$ cat src/rtl/serial_alu_seq.sv
// Bit-serial ALU sequencer: drives a 1-bit ALU slice LSB first, one bit per cycle,
// and assembles the WIDTH-bit result and flags behind a start/done handshake.
module serial_alu_seq #(
    parameter int WIDTH = 8
) (
    input  logic             clk,
    input  logic             rst,
    input  logic             start,
    input  logic [2:0]       op,
    input  logic [WIDTH-1:0] a,
    input  logic [WIDTH-1:0] b,
    output logic             busy,
    output logic             done,
    output logic [WIDTH-1:0] result,
    output logic             carry_out,
    output logic             overflow,
    output logic             zero,
    output logic [1:0]       dbg_state_o
);

    localparam int IW = (WIDTH > 1) ? $clog2(WIDTH) : 1;

    localparam logic [1:0] S_IDLE = 2'd0;
    localparam logic [1:0] S_RUN  = 2'd1;
    localparam logic [1:0] S_DONE = 2'd2;

    // Slice controls: {legal, Ainvert, Binvert, CarryIn, Operation[1:0]}
    function automatic logic [5:0] decode(input logic [2:0] opc);
        case (opc)
            3'b000:  decode = 6'b1_000_00;
            3'b001:  decode = 6'b1_000_01;
            3'b010:  decode = 6'b1_000_10;
            3'b110:  decode = 6'b1_011_10;
            3'b111:  decode = 6'b1_011_10;
            3'b100:  decode = 6'b1_110_00;
            default: decode = 6'b0_000_00;
        endcase
    endfunction

    logic [1:0]       state_q, state_d;
    logic [WIDTH-1:0] a_q, a_d, b_q, b_d;
    logic [2:0]       op_q, op_d;
    logic             carry_q, carry_d;
    logic [IW-1:0]    idx_q, idx_d;
    logic [WIDTH-1:0] result_q, result_d;
    logic             cout_q, cout_d, ovf_q, ovf_d, zero_q, zero_d;

    logic [5:0]       ctl_run, ctl_new;
    logic             a_bit, b_bit, slice_bit, slice_cout, ovf_bit;
    logic             last_bit, is_slt, is_arith;
    logic [WIDTH-1:0] shifted, final_res;

    always_comb begin
        ctl_run    = decode(op_q);
        ctl_new    = decode(op);
        a_bit      = a_q[idx_q] ^ ctl_run[4];
        b_bit      = b_q[idx_q] ^ ctl_run[3];
        case (ctl_run[1:0])
            2'b00:   slice_bit = a_bit & b_bit;
            2'b01:   slice_bit = a_bit | b_bit;
            default: slice_bit = a_bit ^ b_bit ^ carry_q;
        endcase
        if (!ctl_run[5]) begin
            slice_bit = 1'b0;
        end
        slice_cout = (a_bit & b_bit) | (carry_q & (a_bit ^ b_bit));
        ovf_bit    = carry_q ^ slice_cout;
        last_bit   = (idx_q == IW'(WIDTH - 1));
        is_slt     = (op_q == 3'b111);
        is_arith   = (op_q == 3'b010) || (op_q == 3'b110);
        shifted    = {slice_bit, result_q[WIDTH-1:1]};
        // SLT keeps only the corrected sign of the serial difference.
        final_res  = is_slt ? {{(WIDTH-1){1'b0}}, slice_bit ^ ovf_bit} : shifted;
    end

    always_comb begin
        state_d  = state_q;
        a_d      = a_q;
        b_d      = b_q;
        op_d     = op_q;
        carry_d  = carry_q;
        idx_d    = idx_q;
        result_d = result_q;
        cout_d   = cout_q;
        ovf_d    = ovf_q;
        zero_d   = zero_q;
        case (state_q)
            S_IDLE: begin
                if (start) begin
                    a_d     = a;
                    b_d     = b;
                    op_d    = op;
                    carry_d = ctl_new[2];
                    idx_d   = '0;
                    state_d = S_RUN;
                end
            end
            S_RUN: begin
                carry_d = slice_cout;
                idx_d   = idx_q + 1'b1;
                if (last_bit) begin
                    result_d = final_res;
                    cout_d   = is_arith & slice_cout;
                    ovf_d    = is_arith & ovf_bit;
                    zero_d   = (final_res == '0);
                    state_d  = S_DONE;
                end else begin
                    result_d = shifted;
                end
            end
            S_DONE:  state_d = S_IDLE;
            default: state_d = S_IDLE;
        endcase
    end

    always_ff @(posedge clk or posedge rst) begin
        if (rst) begin
            state_q  <= S_IDLE;
            a_q      <= '0;
            b_q      <= '0;
            op_q     <= '0;
            carry_q  <= 1'b0;
            idx_q    <= '0;
            result_q <= '0;
            cout_q   <= 1'b0;
            ovf_q    <= 1'b0;
            zero_q   <= 1'b1;
        end else begin
            state_q  <= state_d;
            a_q      <= a_d;
            b_q      <= b_d;
            op_q     <= op_d;
            carry_q  <= carry_d;
            idx_q    <= idx_d;
            result_q <= result_d;
            cout_q   <= cout_d;
            ovf_q    <= ovf_d;
            zero_q   <= zero_d;
        end
    end

    assign busy        = (state_q == S_RUN);
    assign done        = (state_q == S_DONE);
    assign result      = result_q;
    assign carry_out   = cout_q;
    assign overflow    = ovf_q;
    assign zero        = zero_q;
    assign dbg_state_o = state_q;

endmodule
$ cat config.mk
export PLATFORM = sky130hd
export DESIGN_NAME = serial_alu_seq
export DESIGN_NICKNAME = d
export VERILOG_FILES = /design/src/rtl/serial_alu_seq.sv
export SDC_FILE = /design/constraint.sdc
export NUM_CORES = 1
export LEC_CHECK = 0
export BUFFER_PORTS_ARGS = -buffer_cell sky130_fd_sc_hd__buf_2
export CAP_MARGIN = 20
export CORE_ASPECT_RATIO = 1.25
export CORE_UTILIZATION = 30
export CTS_CLUSTER_DIAMETER = 150
export DETAILED_ROUTE_END_ITERATION = 8
export HOLD_SLACK_MARGIN = 0.06
export PLACE_DENSITY_LB_ADDON = 0.2
export SLEW_MARGIN = 40
export SYNTH_ARGS = -nofsm -noshare
export SYNTH_HDL_FRONTEND = slang
export SYNTH_SLANG_ARGS = --single-unit
$ cat constraint.sdc
create_clock -name clk -period 3.7 [get_ports clk]
set_input_delay 0.555 -clock clk [delete_from_list [all_inputs] [get_ports clk]]
set_output_delay 0.555 -clock clk [all_outputs]
set_load 0.01 [all_outputs]
==> results of run 1 <==
==> cell families (layout without fill, tap and decap cells) <==
logic type / Yosys count / after routing / share of synthesized area, %
mux: 25 / 25 / 20.0
flops: 36 / 36 / 53.1
compound gates: 23 / 23 / 10.0
buf+inv: 14 / 56 / 3.68
xor+xnor: 4 / 4 / 2.06
fa+ha+maj: 5 / 5 / 4.12
simple gates: 23 / 23 / 7.07
==> placed cells by master, fill, tap and decap left out, types with 2 or more instances in the layout <==
master | Yosys | final
dfrtp_1 | 35 | 35
nor2_1 | 4 | 4
mux2i_1 | 2 | 2
buf_2 | 2 | 36
buf_4 | 0 | 2
nand2_1 | 8 | 8
xor2_1 | 2 | 2
and3_1 | 2 | 2
inv_1 | 10 | 10
mux4_1 | 4 | 4
o21ai_0 | 5 | 5
a211oi_1 | 3 | 3
clkbuf_1 | 1 | 2
o31ai_1 | 2 | 2
mux2_2 | 19 | 19
xnor2_1 | 2 | 2
ha_1 | 4 | 4
nand2b_1 | 2 | 2
clkbuf_8 | 0 | 6
a22o_1 | 8 | 8
nor3b_1 | 3 | 2
==> worst min-delay path by stage <==
stage                     startpoint  slack (ns)  cells past startpoint   endpoint
after floorplan               b_q[2]        0.47                      1     b_q[2]
after global placement      overflow        0.48                      2   overflow
after detailed placement   carry_out        0.48                      2  carry_out
after CTS                        rst        0.38                      3  result[0]
after global routing             rst        0.41                      3  result[0]
final                            rst        0.37                      3     b_q[3]
==> final cells by class <==
class	count	area [sq um]
fill	538	3400
clock buffer	8	90.1
sequential	36	902
tap	64	80.1
multi-input combinational	80	739
inverter	10	37.5
timing repair buffer	38	195
==> sequential cells by signal, indices dropped and copies added, names as in the netlist <==
| register | count |
|---|---|
| carry_q | 1 |
| overflow | 1 |
| dbg_state_o | 2 |
| b_q | 8 |
| idx_q | 3 |
| carry_out | 1 |
| op_q | 3 |
| result | 8 |
| a_q | 8 |
| zero | 1 |
==> report_power, final <==
group | internal (W) | switching, W | leakage (nW) | total [W]
clock network | 0.000152 | 0.000131 | 0.0455 | 0.000283
logic | 0.000480 | 0.000437 | 0.493 | 0.000917
registers | 0.000582 | 0.000150 | 0.440 | 0.000732
==> metrics by stage <==
step | power (W) | worst slack (ns)
final | 0.00193 | 0.678
after CTS | 0.00196 | 0.625
after floorplan | 0.00143 | 0.851
after global placement | 0.00163 | 0.732
after detailed placement | 0.00167 | 0.641
after global routing | 0.00213 | 0.438
==> per-layer routing <==
metal  part of all wire, %  wire [um]
met5                     0          0
met3                   5.5        184
met4                  0.90         30
met2                    49       1640
met1                    44       1480
==> worst min-delay path: stages <==
cell   delay (ns)
buf_2        0.09
inv_1        0.04
buf_4        0.39
==> results by group, run 1 <==
Synth
  • Yosys top cell by area: dfrtp_1
  • Synth unique cells: 31
  • Synth Register Bits: 36
  • Async set-reset flop share out of synthesis: 100%
  • Synth top area share: 51.5%
  • Post-Syn Instances: 130
  • Largest cells by area after synthesis: dfrtp_1 (52%), mux2_2 (13%), mux4_1 (6.2%), a22o_1 (4.1%), ha_1 (2.9%)
  • Synth Cell Area: 1700 sq um
  • Synth Net Count: 157
  • Post-synth EDFFs: 0
  • Ys Warns: 0
  • Syn Area/Cell: 13.1 sq um
  • Synth top cells by count: dfrtp_1 (35), mux2_2 (19), inv_1 (10)
  • Top-count cell post-synth: dfrtp_1
  • Post-synth top flop: dfrtp_1
  • Register area share after synthesis: 53.1%

Timing
  • Least-Margin Pin Slew: 0.534 ns
  • RSZ-0062 raised after global routing: no
  • Fin Hold WS: 0.366 ns
  • Worst Skew: 0.00805 ns
  • Slew headroom: 64.4%
  • Slew Limit Fails: 0
  • Final setup viols: 0
  • Setup_tns: 0 ns
  • Tmin final: 3.02 ns
  • Fin crit share: 81.7%
  • Fmax: 0.331 GHz
  • Fin. Hold Viols: 0

Global routing
  • Met1 Resource Use GR: 15.3%
  • Pin count of the biggest net entering global routing: 37
  • Total gr overflow: 0
  • Vias in the first global route: 1273
  • Grt met3 use: 4.11%
  • First-pass GRT wire length: 5.93 mm
  • Total global-route track usage: 12.6%
  • Grt met2 use: 21.2%
  • Busiest grt layer: met2
  • Initial antenna violation count: 0

Finish
  • Final net count: 198
  • N_diodes: 0
  • Design area: 2040 sq um
  • Fin cells: 236
  • Area growth, synth to finish: 20.3%
  • Final core occ: 37.6%
  • Fraction of layout cells with a size suffix above 1: 37.8%

Place
  • Gpl congestion: 0.778
  • Port-buffer cells: 36
  • HPWL after DPL: 2.52 mm
  • Area after DPL: 1950 sq um
  • Placed cell count: 228

Routing
  • Via count: 1187
  • DRT antenna net count: 0
  • Wire per inst: 14.1 um
  • DRC: 0
  • Routed wire length: 3.34 mm
  • Vias per cell: 5.03
  • DRT iter0 DRCs: 48
  • Pre-antenna DRT Iters: 4

Clock network
  • Clk sinks: 36
  • Clock root cell: clkbuf_8
  • CTS tree: yes
  • Post-cts resize count: 0
  • Clock buffer depth: 2
  • H-tree depth: 2
  • CTS buffer count: 5
  • Skew-Pair Late Insertion Delay: 0.28 ns
  • Post-CTS Hold Fix Bufs: 0
  • Setup Buffers After CTS: 0
  • Clock slew at reported path FFs: 0.07 ns

Floorplanning
  • Area of the core: 5440 sq um
  • Rows: 30
  • Ports: 37
  • Die height: 86.1 um
  • Starting Density: 31.2%
  • Chip Width: 69.3 um
  • Area of the die: 5970 sq um

Critical path
  • Reg2reg start: idx_q[0]
  • Crit. End Element: register
  • Reg2reg setup slack: 0.68 ns
  • Delay-heaviest family, CP: multiplexers
  • CP Cell Sequence: mux4_1 > mux2i_1 > xnor2_1 > inv_1 > fa_1 > xor2_1 > xor2_1 > mux2_2 > a221o_1
  • Critical path origin: idx_q[0]
  • Worst path slowest cell: mux4_1
  • Top cell by count, worst path: xor2_1
  • Type of origin of the critical path: register
  • R2R Path End: result[0]
  • CP endpoint: result[0]
  • WP buf/inv: 1
  • Reg2reg path depth: 9
  • Crit path required time: 3.87 ns
  • CP peak stage delay: 0.58 ns
  • Critical Path Stages: 9
  • Worst EP arrival: 3.19 ns
  • Setup CP Type: reg2reg
  • Max Fanout on Critical Path: 7

Hold path
  • Worst hold path type: in2async

Power and ir drop
  • Pwr per Cell Area: 945 nW/um^2
  • Leak: 0.978 nW
  • Highest ir drop seen on vdd: 0.389 mV

Run status
  • Run status: finished clean

Run
  • Max_cap viols: 0
No activity file was read; power rests on OpenSTA's default activity.
==> inputs of run 2 (changes only) <==
==> constraint.sdc (replaced) <==
create_clock -name clk -period 3.1 [get_ports clk]
set_input_delay 0.465 -clock clk [delete_from_list [all_inputs] [get_ports clk]]
set_output_delay 0.465 -clock clk [all_outputs]
set_load 0.01 [all_outputs]
==> run 2 against run 1 <==
  * Combinational power is 24% higher
  * Worst setup slack got worse by 0.51 ns
  * Register-to-register slack lost 0.51 ns
  * Clock skew up 0.00082 ns
  * Largest power group unchanged
  * Highest routed layer unchanged
==> results by group, run 2 (synthesis results as in run 1) <==
Run status
  • Run status: finished clean

Routing
  • DRC: 0
  • Vias per cell: 4.92
  • Wire per inst: 14.2 um
  • Routed wire length: 3.36 mm
  • DRT antenna net count: 0
  • Pre-antenna DRT Iters: 3
  • Via count: 1167
  • DRT iter0 DRCs: 30

Floorplanning
  • Chip Width: 69.3 um
  • Ports: 37
  • Die height: 86.1 um
  • Area of the die: 5970 sq um
  • Area of the core: 5440 sq um
  • Rows: 30
  • Starting Density: 31.2%

Critical path
  • R2R Path End: result[0]
  • Top cell by count, worst path: xor2_1
  • Setup CP Type: reg2reg
  • Crit path required time: 3.27 ns
  • Critical path origin: idx_q[0]
  • Max Fanout on Critical Path: 4
  • CP endpoint: result[0]
  • Reg2reg start: idx_q[0]
  • Reg2reg path depth: 9
  • WP buf/inv: 1
  • Reg2reg setup slack: 0.17 ns
  • Critical Path Stages: 9
  • CP Cell Sequence: mux4_1 > mux2i_1 > xnor2_1 > inv_1 > fa_1 > xor2_1 > xor2_1 > mux2_2 > a221o_1
  • Crit. End Element: register
  • Worst path slowest cell: mux4_1
  • CP peak stage delay: 0.56 ns
  • Delay-heaviest family, CP: multiplexers
  • Type of origin of the critical path: register
  • Worst EP arrival: 3.10 ns

Global routing
  • Initial antenna violation count: 0
  • Busiest grt layer: met2
  • Met1 Resource Use GR: 14.9%
  • Grt met3 use: 4.94%
  • Pin count of the biggest net entering global routing: 22
  • Total gr overflow: 0
  • First-pass GRT wire length: 5.69 mm
  • Vias in the first global route: 1189
  • Grt met2 use: 19.9%
  • Total global-route track usage: 12.3%

Timing
  • RSZ-0062 raised after global routing: no
  • Final setup viols: 0
  • Slew headroom: 56.3%
  • Slew Limit Fails: 0
  • Setup_tns: 0 ns
  • Tmin final: 2.93 ns
  • Worst Skew: 0.00886 ns
  • Fmax: 0.341 GHz
  • Least-Margin Pin Slew: 0.655 ns
  • Fin crit share: 94.5%
  • Fin. Hold Viols: 0

Finish
  • Final net count: 199
  • Area growth, synth to finish: 23.3%
  • Fraction of layout cells with a size suffix above 1: 40.5%
  • Design area: 2090 sq um
  • Commonest non-fill, non-tap cell in the layout: buf_2
  • N_diodes: 0
  • Most frequent cells in the layout: buf_2 (36), dfrtp_1 (34), mux2_2 (19)

Clock network
  • Clk sinks: 36
  • Setup Buffers After CTS: 0
  • Clock slew at reported path FFs: 0.07 ns
  • Clock root cell: clkbuf_8
  • CTS buffer count: 5
  • Clock buffer depth: 2
  • H-tree depth: 2
  • Skew-Pair Late Insertion Delay: 0.28 ns
  • CTS tree: yes

Place
  • Port-buffer cells: 36
  • Gpl congestion: 0.775
  • HPWL after DPL: 2.57 mm
  • Area after DPL: 1960 sq um

Power and ir drop
  • Pwr per Cell Area: 1170 nW/um^2
  • Highest ir drop seen on vdd: 0.593 mV
  • Leak: 1.00 nW
  • Pwr Total: 0.00245 W

Run
  • Max_cap viols: 0

Hold path
  • Worst hold path type: in2async
-- run 2: metal layers --
metal,up-vias,share of wire (%)
met2,34,48
li1,557,-
met5,-,0
met1,570,45
met3,6,5.8
met4,0,1.2
-- run 2: worst min-delay path by stage --
stage | from | slack (ns) | end
after floorplan | b_q[2] | 0.47 | b_q[2]
after global placement | overflow | 0.48 | overflow
after detailed placement | carry_out | 0.48 | carry_out
after CTS | rst | 0.29 | b_q[1]
after global routing | rst | 0.32 | b_q[3]
final | rst | 0.27 | a_q[7]
-- run 2: final cells by class --
class	instances	area, sq um
Clock buffer	7	96.3
Inverter	10	37.5
Fill cell	546	3350
Multi-Input combinational cell	80	744
Clock inverter	1	30.0
Sequential cell	36	903
Timing Repair Buffer	39	203
Tap cell	64	80.1
-- run 2: where the power goes --
| group | leakage, nW | total (W) | switching [W] | internal (W) |
|---|---|---|---|---|
| clock | 0.0645 | 0.000445 | 0.000162 | 0.000284 |
| combinational | 0.499 | 0.00114 | 0.000542 | 0.000594 |
| sequential | 0.439 | 0.000868 | 0.000172 | 0.000696 |
| total | 1.00 | 0.00245 | 0.000876 | 0.00157 |
-- run 2: timing repair --
action | in CTS | in global routing
hold buffers | 0 | 0
endpoints found under the setup margin | 0 | 2
resized for setup | 0 | 2
-- run 2: metrics by stage --
stage | hold slack [ns] | cells | utilization (%) | setup slack, ns
4_1_cts | 0.292 | 237 | 38.4 | 0.0791
6_report | 0.266 | 237 | 38.5 | 0.170
2_1_floorplan | 0.472 | 130 | - | 0.251
3_3_place_gp | 0.479 | 229 | 36.0 | 0.205
3_5_place_dp | 0.478 | 229 | 36.0 | 0.0702
5_1_grt | 0.324 | 237 | 38.5 | 0.00636
